$ cat config.mk
export PLATFORM = sky130hd
export DESIGN_NAME = wb_sched
export DESIGN_NICKNAME = d
export VERILOG_FILES = /design/src/rtl/wb_sched.sv
export SDC_FILE = /design/constraint.sdc
export NUM_CORES = 1
export LEC_CHECK = 0
export ABC_AREA = 1
export CORE_MARGIN = 3
export CORE_UTILIZATION = 35
export CTS_BUF_LIST = sky130_fd_sc_hd__clkbuf_2
export DETAILED_ROUTE_END_ITERATION = 10
export HOLD_SLACK_MARGIN = 0.03
export PLACE_DENSITY = 0.68
export SLEW_MARGIN = 25
export SYNTH_ARGS = -nofsm -noshare
export SYNTH_HDL_FRONTEND = slang
export SYNTH_SLANG_ARGS = --single-unit
$ cat constraint.sdc
create_clock -name clk -period 2.6 [get_ports clk]
set_clock_uncertainty 0.15 [all_clocks]
set_input_delay 0.39 -clock clk [delete_from_list [all_inputs] [get_ports clk]]
set_output_delay 0.39 -clock clk [all_outputs]
set_load 0.05 [all_outputs]
$ cat src/rtl/wb_sched.sv
// Write-back scheduler: decodes retiring instructions into at most two register
// writes and issues them one per cycle. Optional retire counter: WB_RETIRE_CNT_EN.
module wb_sched (
    input  logic        clk,
    input  logic        rst_n,
    input  logic        in_valid,
    output logic        in_ready,
    input  logic [3:0]  in_icode,
    input  logic [3:0]  in_rA,
    input  logic [3:0]  in_rB,
    input  logic        in_cnd,
    input  logic [63:0] in_valE,
    input  logic [63:0] in_valM,
    output logic        rf_we,
    output logic [3:0]  rf_waddr,
    output logic [63:0] rf_wdata,
    output logic [14:0] pending,
    output logic        bad_icode,
    output logic [31:0] retire_cnt
);

    typedef enum logic [1:0] {
        IDLE = 2'd0,
        WR_E = 2'd1,
        WR_M = 2'd2
    } state_t;

    typedef struct packed {
        logic       e_vld;
        logic [3:0] e;
        logic       m_vld;
        logic [3:0] m;
        logic       bad;
    } dec_t;

    function automatic dec_t decode(input logic [3:0] icode, input logic [3:0] ra,
                                    input logic [3:0] rb, input logic cnd);
        dec_t d;
        d.e   = 4'hF;
        d.m   = 4'hF;
        d.bad = 1'b0;
        case (icode)
            4'h2: begin
                if (cnd) begin
                    d.e = rb;
                end else begin
                    d.e = 4'hF;
                end
            end
            4'h3, 4'h6:       d.e = rb;
            4'h5:             d.m = ra;
            4'h8, 4'h9, 4'hA: d.e = 4'h4;
            4'hB: begin
                d.e = 4'h4;
                d.m = ra;
            end
            4'hC, 4'hD, 4'hE, 4'hF: d.bad = 1'b1;
            default: begin
                d.e = 4'hF;
                d.m = 4'hF;
            end
        endcase
        d.e_vld = (d.e != 4'hF);
        d.m_vld = (d.m != 4'hF);
        return d;
    endfunction

    function automatic logic [14:0] reg_bit(input logic [3:0] r, input logic vld);
        logic [14:0] b;
        if (vld && (r != 4'hF)) begin
            b = 15'd1 << r;
        end else begin
            b = 15'd0;
        end
        return b;
    endfunction

    state_t      state_r, state_s;
    dec_t        dec_s;
    logic        accept_s;
    logic [3:0]  dste_r, dste_s, dstm_r, dstm_s;
    logic        dstm_vld_r, dstm_vld_s;
    logic [63:0] vale_r, vale_s, valm_r, valm_s;
    logic [14:0] pending_r, pending_s, clr_s, set_s;
    logic        rf_we_r, rf_we_s;
    logic [3:0]  rf_waddr_r, rf_waddr_s;
    logic [63:0] rf_wdata_r, rf_wdata_s;
    logic        bad_r;

    assign dec_s    = decode(in_icode, in_rA, in_rB, in_cnd);
    // Only a held M write blocks a new accept; every other state is a final cycle.
    assign in_ready = (state_r == IDLE) || (state_r == WR_M) ||
                      ((state_r == WR_E) && !dstm_vld_r);
    assign accept_s = in_valid && in_ready;

    // Next state, next held instruction and the write to present next cycle.
    always_comb begin
        state_s    = state_r;
        dste_s     = dste_r;
        dstm_s     = dstm_r;
        dstm_vld_s = dstm_vld_r;
        vale_s     = vale_r;
        valm_s     = valm_r;
        rf_we_s    = 1'b0;
        rf_waddr_s = rf_waddr_r;
        rf_wdata_s = rf_wdata_r;
        case (state_r)
            IDLE: state_s = IDLE;
            WR_E: begin
                if (dstm_vld_r) begin
                    state_s = WR_M;
                end else begin
                    state_s = IDLE;
                end
            end
            WR_M:    state_s = IDLE;
            default: state_s = IDLE;
        endcase
        if (accept_s) begin
            dste_s     = dec_s.e;
            dstm_s     = dec_s.m;
            dstm_vld_s = dec_s.m_vld;
            vale_s     = in_valE;
            valm_s     = in_valM;
            if (dec_s.e_vld) begin
                state_s = WR_E;
            end else if (dec_s.m_vld) begin
                state_s = WR_M;
            end else begin
                state_s = IDLE;
            end
        end else begin
            dstm_vld_s = dstm_vld_r;
        end
        case (state_s)
            WR_E: begin
                rf_we_s    = 1'b1;
                rf_waddr_s = dste_s;
                rf_wdata_s = vale_s;
            end
            WR_M: begin
                rf_we_s    = 1'b1;
                rf_waddr_s = dstm_s;
                rf_wdata_s = valm_s;
            end
            default: rf_we_s = 1'b0;
        endcase
    end

    // Pending mask: E bit survives its write when the M write targets the same register.
    always_comb begin
        clr_s = 15'd0;
        case (state_r)
            WR_E: begin
                if (dstm_vld_r && (dstm_r == dste_r)) begin
                    clr_s = 15'd0;
                end else begin
                    clr_s = reg_bit(dste_r, 1'b1);
                end
            end
            WR_M:    clr_s = reg_bit(dstm_r, 1'b1);
            default: clr_s = 15'd0;
        endcase
        if (accept_s) begin
            set_s = reg_bit(dec_s.e, dec_s.e_vld) | reg_bit(dec_s.m, dec_s.m_vld);
        end else begin
            set_s = 15'd0;
        end
        pending_s = (pending_r & ~clr_s) | set_s;
    end

    // State, held instruction, write port and status registers.
    always_ff @(posedge clk or negedge rst_n) begin
        if (!rst_n) begin
            state_r    <= IDLE;
            dste_r     <= 4'hF;
            dstm_r     <= 4'hF;
            dstm_vld_r <= 1'b0;
            vale_r     <= 64'd0;
            valm_r     <= 64'd0;
            pending_r  <= 15'd0;
            rf_we_r    <= 1'b0;
            rf_waddr_r <= 4'd0;
            rf_wdata_r <= 64'd0;
            bad_r      <= 1'b0;
        end else begin
            state_r    <= state_s;
            dste_r     <= dste_s;
            dstm_r     <= dstm_s;
            dstm_vld_r <= dstm_vld_s;
            vale_r     <= vale_s;
            valm_r     <= valm_s;
            pending_r  <= pending_s;
            rf_we_r    <= rf_we_s;
            rf_waddr_r <= rf_waddr_s;
            rf_wdata_r <= rf_wdata_s;
            bad_r      <= accept_s && dec_s.bad;
        end
    end

    assign rf_we     = rf_we_r;
    assign rf_waddr  = rf_waddr_r;
    assign rf_wdata  = rf_wdata_r;
    assign pending   = pending_r;
    assign bad_icode = bad_r;

`ifdef WB_RETIRE_CNT_EN
    logic [31:0] cnt_r;

    // Accepted-instruction counter, wraps naturally.
    always_ff @(posedge clk or negedge rst_n) begin
        if (!rst_n) begin
            cnt_r <= 32'd0;
        end else if (accept_s) begin
            cnt_r <= cnt_r + 32'd1;
        end else begin
            cnt_r <= cnt_r;
        end
    end

    assign retire_cnt = cnt_r;
`else
    assign retire_cnt = 32'd0;
`endif

endmodule

## Word-level counts from Yosys, hierarchy flattened

Cells that the tools add are included.

- Bits in registers: 224
- Bits in latches: 0
- RAM bits: 0
- Bits in read-only memories: 0
- Input port bits: 144
- Output and inout port bits: 118
- Logic and storage cells: 79
- Memories kept: 0

- $add $sub $neg: 0
- Multiply operators: 0
- Div/mod/pow operators: 0
- Magnitude comparators: 0
- Equal/unequal tests: 21
- Shifts and indexed selects: 4
- Mux-type cells: 25
- Bitwise operators: 4
- Reduce and logical (&&, ||, !) cells: 14

Operators with widths:

| cell | count |
|---|---|
| $mux 64 | 2 |
| $pmux 64 s2 | 1 |
| $mux 15 | 8 |
| $shl 1x4->15 const A | 4 |
| $eq 4x4->1 const B | 8 |
| $or 15x15->15 | 2 |
| $pmux 15 s2 | 1 |
| $mux 4 | 4 |
| $ne 4x4->1 const B | 4 |
| $and 15x15->15 | 1 |
| $not 15->15 | 1 |
| $pmux 4 s3 | 1 |
| $mux 2 | 5 |
| $eq 4x2->1 const B | 2 |
| $eq 4x3->1 const B | 2 |
| $pmux 4 s2 | 1 |
| $reduce_or 4->1 | 2 |
| $reduce_or 2->1 | 3 |
| $eq 2x1->1 const B | 2 |
| $eq 2x2->1 const B | 2 |
| $eq 4x4->1 | 1 |
| $logic_and 1x1->1 | 4 |
| $logic_not 2->1 | 1 |
| $logic_or 1x1->1 | 2 |
| other kinds (3) | 4 |

## Depth between registers and ports, before layout

Gate-level depths: netlist of the first run.

- Depth in word-level cells: 10
- Depth in mapped cells: 18
- Depth with buffers taken out: 16

## Least setup slack after synthesis of the first run

OpenSTA, ideal clock, no wires.

- Path type: reg-to-reg
- Start: register state_r[1]
- End: register rf_waddr_r[2] (netlist: rf_waddr[2])
- Library setup time: 0.118 ns
- Data arrival time: 3.118 ns
- Required time: 2.332 ns
- Setup slack: -0.786 ns
- Stages on the path, launching flop included: 19
- Buffers on the path: 6
- Clock period less this slack: 3.386 ns
- Cells stage by stage: dfrtp_1 > inv_1 > ha_1 > inv_1 > o21ai_2 > nand2_1 > inv_2 > buf_6 > buf_4 > buf_2 > nand2_1 > ha_1 > clkbuf_1 > inv_1 > clkbuf_1 > clkbuf_1 > o211ai_1 > nand2_1 > nand2_1

- Cells in the longest elaborated chain, start to end: 7

Ends and longest elaborated chain:

| element | RTL line | source |
|---|---|---|
| start: declaration | 78 | `state_t state_r, state_s;` |
| start signal: assignment | 187 | `state_r <= state_s;` |
| $eq 2x2->1 (tied with other cells) | 92 | `assign in_ready = (state_r == IDLE) \|\| (state_r == WR_M) \|\|` |
| $logic_or 1x1->1 / $logic_and 1x1->1 (equally long branches) | 92, 93 |  |
| $logic_or 1x1->1 (*) | 92 |  |
| net in_ready | 7 | `output logic in_ready,` |
| $logic_and 1x1->1 (*) | 94 | `assign accept_s = in_valid && in_ready;` |
| $mux 2 | 119 | `if (accept_s) begin` |
| $eq 2x2->1 / $eq 2x1->1 (equally long branches) | 135 | `case (state_s)` |
| $pmux 4 s2 / $reduce_bool 2->1 (equally long branches) | - |  |
| end signal: assignment | 195 | `rf_waddr_r <= rf_waddr_s;` |
| end: declaration | 86 | `logic [3:0] rf_waddr_r, rf_waddr_s;` |

Mark *: on every way through the listed nets, which the timed path passes. The rest lies on a longest branch.
A chain may end at the register's enable or synchronous reset.

## Worst setup path in the final report of the first run

- Start: register pending_r[7] (netlist: pending[7])
- End: output pending[7]

RTL lines:

| element | RTL line | source |
|---|---|---|
| start: declaration | 84 | `logic [14:0] pending_r, pending_s, clr_s, set_s;` |
| start signal: assignment | 193 | `pending_r <= pending_s;` |
| end: declaration | 17 | `output logic [14:0] pending,` |

No word-level cell between the ends.

==> results.ini, run 1 <==
[pwr]
p_total_mw=13.7
cellLeakagePower_nw=7.49
ir_worst_vdd_mv=0.608
p_per_area_nw_per_um2=917

[yosys]
synth_flop_cell=dfrtp_1
synth_cells=1297
ys_async_sr_fraction_pct=100
syn-cell-area_sq_um=10200
synth_edf_count=0
syn_avg_cell_area_sq_um=7.86
synth_warnings=0
synth-seq-cells=224
synth_cell_types=26
yosysSeqAreaShare_pct=55.1

[detailed_routing]
drtAntennaViolNets=0
wl_mm=31.5
via_per_inst=4.65
wl_per_cell_microns=14.8
drt-initial-drc-count=554
drc_errors=0
vias=9885
dr.pass1.iters=5

[global_route]
gr-total-overflow=0
grt.total_usage_pct=20.1
grt_antenna_before_repair=2
grt_pass1_vias=10400
grt_pass1_wl_mm=51.5
grt_max_degree=79

[cts]
cts.clk_slew.worst_paths_ps=90
cts-root-buf=clkbuf_2
cts_buffers=60
tritoncts=yes
cts_sinks=224
clock_path_buffers=3
htree_levels=2
worst_skew_pair.late_latency_ps=840

[timing]
max_freq_mhz=403
slew_violations=0
period_needed_ps=2480
fin_crit_sh_pct=95.3
setup_violations=0
hold_viol=0
tightestPinTransition_ps=657
rsz0062_at_grt=no
relSlewSlack_pct=56.2

[final_layout]
fin_util_pct=53.0
layout-drive-gt1-share_pct=10.1
syn2layout_area_growth_pct=47.0
final_nets=1854

[floorplan]
fp.dieW_microns=177
die_h_microns=177
placementRows=61
start_util_pct=36.1
coreArea_sq_um=28200
boundaryPins=262
die_area_sq_um=31200

[setup_path]
cp_cell_sequence=clkdlybuf4s50_1
crit_arrival_ps=1940
slowest_delay_ps=800
path_max_fanout=2
cp_slowest_cell=clkdlybuf4s50_1
worst-path-buf-inv=1
start_kind=flop
path_delay_family=buffers and inverters
end_kind=output pin
critPathRequiredTime_ps=2060
crit_type=flop to output pin

[placed_design]
port_buffers=229
gp_congestion=0.850
dp_hpwl_mm=20.3

[run_status]
status=completed

[hold_path]
hp-class=input pin to flop

[run]
cap_viol_max_count=0

layout by cell type, fill, tap and decap left out, types with 14 or more instances in the layout:
master           count
clkdlybuf4s50_1    144
dlygate4sd2_1       77
nand2_1            653
buf_12              14
clkbuf_2            88
buf_4               41
dfrtp_1            216
nand3_1             47
nor3_1              16
a31oi_1             38
nor2_1              92
inv_1               34
conb_1              32
o21ai_0             54
dlygate4sd3_1      130
layout make-up:
cell class              instances  area [sq um]
diodes                          2          5.00
clock buffers                  88           440
clock inverters                15           115
fillers                      2653         13300
inverters                      39           155
multi-input cells             965          4030
flip-flops and latches        224          5620
well taps                     378           473
repair buffers                416          4150
timing repair:
action                     CTS  global route
setup endpoints to repair   77            40
hold endpoints to repair   388             0
buffers inserted             0             2
resized for setup           77            11
hold buffers               131             0
flip-flops by register name (all words and copies together), names as in the netlist:
register	count
valm_r	64
bad_icode	1
dste_r	4
dstm_r	4
rf_we	1
dstm_vld_r	1
vale_r	64
rf_wdata	64
rf_waddr	4
pending	15
state_r	2
kinds of logic (layout without fill, tap and decap cells):
| logic type | after synthesis | after routing | synth area share [%] |
|---|---|---|---|
| compound gates | 108 | 108 | 5.94 |
| fa+ha+maj | 4 | 4 | 0.491 |
| buf+inv | 139 | 558 | 7.04 |
| flops | 224 | 224 | 55.1 |
| other cells | 1 | 34 | 0.0368 |
| simple gates | 821 | 821 | 31.4 |
stage by stage:
step / cell area (sq um) / worst slack (ps) / instances / hold slack [ps] / setup TNS, ps
5_1_grt: 15000 / 4.80 / 2127 / 142 / 0
2_1_floorplan: 10400 / -118 / 1328 / -55.6 / -6210
3_3_place_gp: 13100 / -520 / 1889 / 221 / -32180
6_report: 15000 / 121 / 2127 / 203 / 0
4_1_cts: 14900 / 0.179 / 2123 / 96.9 / 0
3_5_place_dp: 13100 / -589 / 1889 / 220 / -36040
synth_stat cells (4+ instances only):
cell        n  area (sq um)
nand2_1   655          2460
dfrtp_1   216          5410
nor2_1     93           349
o21ai_0    55           275
nand3_1    47           235
buf_4      41           308
a31oi_1    38           238
inv_1      36           135
buf_2      27           135
clkbuf_1   26          97.6
nor3_1     16          80.1
dfstp_2     8           210
o21ai_1     8          40.0
buf_1       5          18.8
ha_1        4          50.1
o211ai_1    4          30.0
final timing paths:
path                                       from                       end  slack [ps]  depth (start not counted)
setup / recovery           pending[7]$_DFF_PN0_                pending[7]         120                          1
hold / removal                      in_icode[3]       bad_icode$_DFF_PN0_         200                          4
setup reg to reg           state_r[1]$_DFF_PN0_  rf_wdata[22]$_DFFE_PN0P_         150                         14
hold reg to reg            valm_r[48]$_DFF_PN0_      valm_r[48]$_DFF_PN0_         330                          2
max in group asynchronous                 rst_n       dstm_r[3]$_DFF_PN1_        1350                          4
min in group asynchronous                 rst_n  rf_wdata[38]$_DFFE_PN0P_         580                          4
report_power, final:
group	switching [mW]	leakage (nW)	internal (mW)
Clock	1.41	0.419	1.10
Combinational	4.27	4.40	1.78
Sequential	0.569	2.67	4.60
routing by layer:
metal | up-vias | GRT usage, % | part of all wire (%)
li1 | 4853 | - | -
met4 | 0 | 7.86 | 3.1
met1 | 4652 | 25.7 | 43
met3 | 70 | 3.47 | 4.9
met2 | 310 | 34.2 | 49
met5 | - | 0 | 0
No activity file was read; power rests on OpenSTA's default activity.
==> inputs of run 2 (changes only) <==
--- a/config.mk
+++ b/config.mk
@@ -8,3 +8,2 @@
 export ABC_AREA = 1
-export CORE_MARGIN = 3
 export CORE_UTILIZATION = 35
==> constraint.sdc (replaced) <==
create_clock -name clk -period 2.6 [get_ports clk]
set_clock_uncertainty 0.15 [all_clocks]
set_input_delay 0.26 -clock clk [delete_from_list [all_inputs] [get_ports clk]]
set_output_delay 0.26 -clock clk [all_outputs]
set_load 0.05 [all_outputs]
==> run 2 against run 1 <==
  * Critical path depth grew 16
  * Worst hold slack worse by 87 ps
  * Critical path type is now input pin to flop
  * Sequential power is essentially flat
  * Non-clock buffer count decreased by 6
  * Global-route usage is 0.88 points higher
  * Sequential share of layout area fell by 0.21 points
  * Sequential cell count is the same
  * Clock power decreased by 5%
  * Die area decreased by 4.5%
  * Largest power group unchanged
  * Total power rose by 2.5%
  * Highest routed layer unchanged
  * Core utilization down 0.57 points
==> results.ini, run 2 (synthesized netlist as in run 1, its figures left out) <==
[cts]
clock_path_buffers=3  ; unchanged
worst_skew_pair.late_latency_ps=850  ; was 840 ps
post_cts_buffers=0  ; unchanged
cts-root-buf=clkbuf_2  ; unchanged
htree_levels=2  ; unchanged
cts.clk_slew.worst_paths_ps=100  ; was 90 ps
cts_sinks=224  ; unchanged
cts_buffers=59  ; was 60
tritoncts=yes  ; unchanged

[global_route]
grt.total_usage_pct=21.0  ; was 20.1%
grt_antenna_before_repair=2  ; unchanged
grt_pass1_wl_mm=51.2  ; was 51.5 mm
grt_pass1_vias=10100  ; was 10400
gr-total-overflow=0  ; unchanged
grt_max_degree=85  ; was 79

[detailed_routing]
drtAntennaViolNets=0  ; unchanged
via_per_inst=4.74  ; was 4.65
drc_errors=0  ; unchanged
vias=10100  ; was 9885
dr.pass1.iters=5  ; unchanged
wl_per_cell_microns=15.2  ; was 14.8 microns
wl_mm=32.3  ; was 31.5 mm
drt-initial-drc-count=674  ; was 554

[floorplan]
boundaryPins=262  ; unchanged
fp.dieW_microns=173  ; was 177 microns
coreArea_sq_um=28700  ; was 28200 sq um
placementRows=62  ; was 61
die_area_sq_um=29800  ; was 31200 sq um
start_util_pct=35.5  ; was 36.1%
die_h_microns=173  ; was 177 microns

[placed_design]
gp_congestion=0.878  ; was 0.850
port_buffers=229  ; unchanged
post-place-ws_ps=-441  ; was -589 ps
dp_hpwl_mm=19.4  ; was 20.3 mm

[timing]
fin_crit_sh_pct=98.3  ; was 95.3%
setup_violations=0  ; unchanged
holdWs_ps=117  ; was 203 ps
period_needed_ps=2560  ; was 2480 ps
final.setup.tns_ps=0  ; unchanged
tightestPinTransition_ps=585  ; was 657 ps
relSlewSlack_pct=60.9  ; was 56.2%
hold_viol=0  ; unchanged
slew_violations=0  ; unchanged
max_freq_mhz=391  ; was 403 MHz
fin_ws_ps=44.7  ; was 121 ps

[hold_path]
hp-class=input pin to flop  ; unchanged

[final_layout]
layout_commonest_cell=nand2_1  ; unchanged
final_nets=1847  ; was 1854
syn2layout_area_growth_pct=47.8  ; was 47.0%
layout_common_cells=nand2_1 (652), clkdlybuf4s50_1 (221), dfrtp_1 (216)  ; was nand2_1 (653), dfrtp_1 (216), clkdlybuf4s50_1 (144)
layout-drive-gt1-share_pct=9.85  ; was 10.1%

[run]
cap_viol_max_count=0  ; unchanged

[run_status]
status=completed  ; unchanged

[setup_path]
crit_arrival_ps=3150  ; was 1940 ps
critPathRequiredTime_ps=3190  ; was 2060 ps
start_kind=input pin  ; was flop
path_max_fanout=17  ; was 2
end_kind=flop  ; was output pin
crit_type=input pin to flop  ; was flop to output pin

[pwr]
cellLeakagePower_nw=7.42  ; was 7.49 nW
p_per_area_nw_per_um2=935  ; was 917 nW/um^2
ir_worst_vdd_mv=0.825  ; was 0.608 mV

==> run 2: cell count changes in the layout (fill, tap and decap cells not counted), moves of 5 or more <==
cell and change:
clkdlybuf4s50_1 +77, dlygate4sd2_1 -77, buf_4 -16, clkinv_1 -8, buf_12 -5
==> run 2: worst paths after layout <==
kind,startpoint,slack (ps),to,cells after the start
min in group asynchronous,rst_n,410,valm_r[6]$_DFF_PN0_,4
max in group asynchronous,rst_n,1490,dstm_r[1]$_DFF_PN1_,4
worst max-delay path,in_icode[3],40,rf_wdata[41]$_DFFE_PN0P_,17
worst max register to register,state_r[1]$_DFF_PN0_,170,rf_wdata[41]$_DFFE_PN0P_,13
worst min register to register,valm_r[58]$_DFF_PN0_,330,valm_r[58]$_DFF_PN0_,2
worst min-delay path,in_rA[2],120,pending[10]$_DFF_PN0_,5
==> run 2: area by class of cell <==
type | instances | area, sq um
antenna | 2 | 5.00
clock buffer | 92 | 460
clock inverter | 6 | 32.5
fill | 2640 | 13600
inverter | 39 | 161
multi-input combinational | 965 | 4030
sequential | 224 | 5620
tap | 384 | 480
timing repair buffer | 410 | 4270
==> run 2: repair_timing <==
item / 4_1_cts / 5_1_grt
cloned: 0 / 6
endpoints found under the hold margin: 419 / 0
hold buffers: 134 / 0
resized for setup: 5 / 26
endpoints found under the setup margin: 1 / 80
pin swaps: 0 / 1
==> run 2: metrics by stage <==
step	instance area, sq um	cells	power, mW	utilization, %
after floorplan	10400	1328	9.21	-
after global placement	13000	1882	11.3	45.3
after detailed placement	13000	1882	11.4	45.3
after CTS	14900	2114	14.0	51.7
after global routing	15100	2122	14.9	52.5
final	15100	2122	14.1	52.5
==> run 2: routing by layer <==
layer | GRT usage (%) | routed length (microns) | vias to the layer above
met4 | 9.23 | 1270 | 0
met5 | 0 | 0 | -
met2 | 35.1 | 15500 | 364
met3 | 3.94 | 1840 | 98
li1 | - | - | 4838
met1 | 26.5 | 13700 | 4758
==> run 2: critical path, cell delays in order <==
cell	delay, ps
clkdlybuf4s50_1	500
dlygate4sd3_1	570
inv_1	80
nand2_1	70
nor2_1	40
nor2_1	120
nand2_1	120
nand2_2	110
nor2_4	40
inv_1	80
nand3_2	130
o21ai_4	210
ha_4	250
inv_8	120
buf_8	170
o21ai_0	80
o21ai_0	180
==> run 2: power breakdown <==
| group | switching (mW) | internal (mW) |
|---|---|---|
| logic | 4.30 | 2.19 |
| clock network | 1.46 | 0.921 |
| registers | 0.598 | 4.60 |
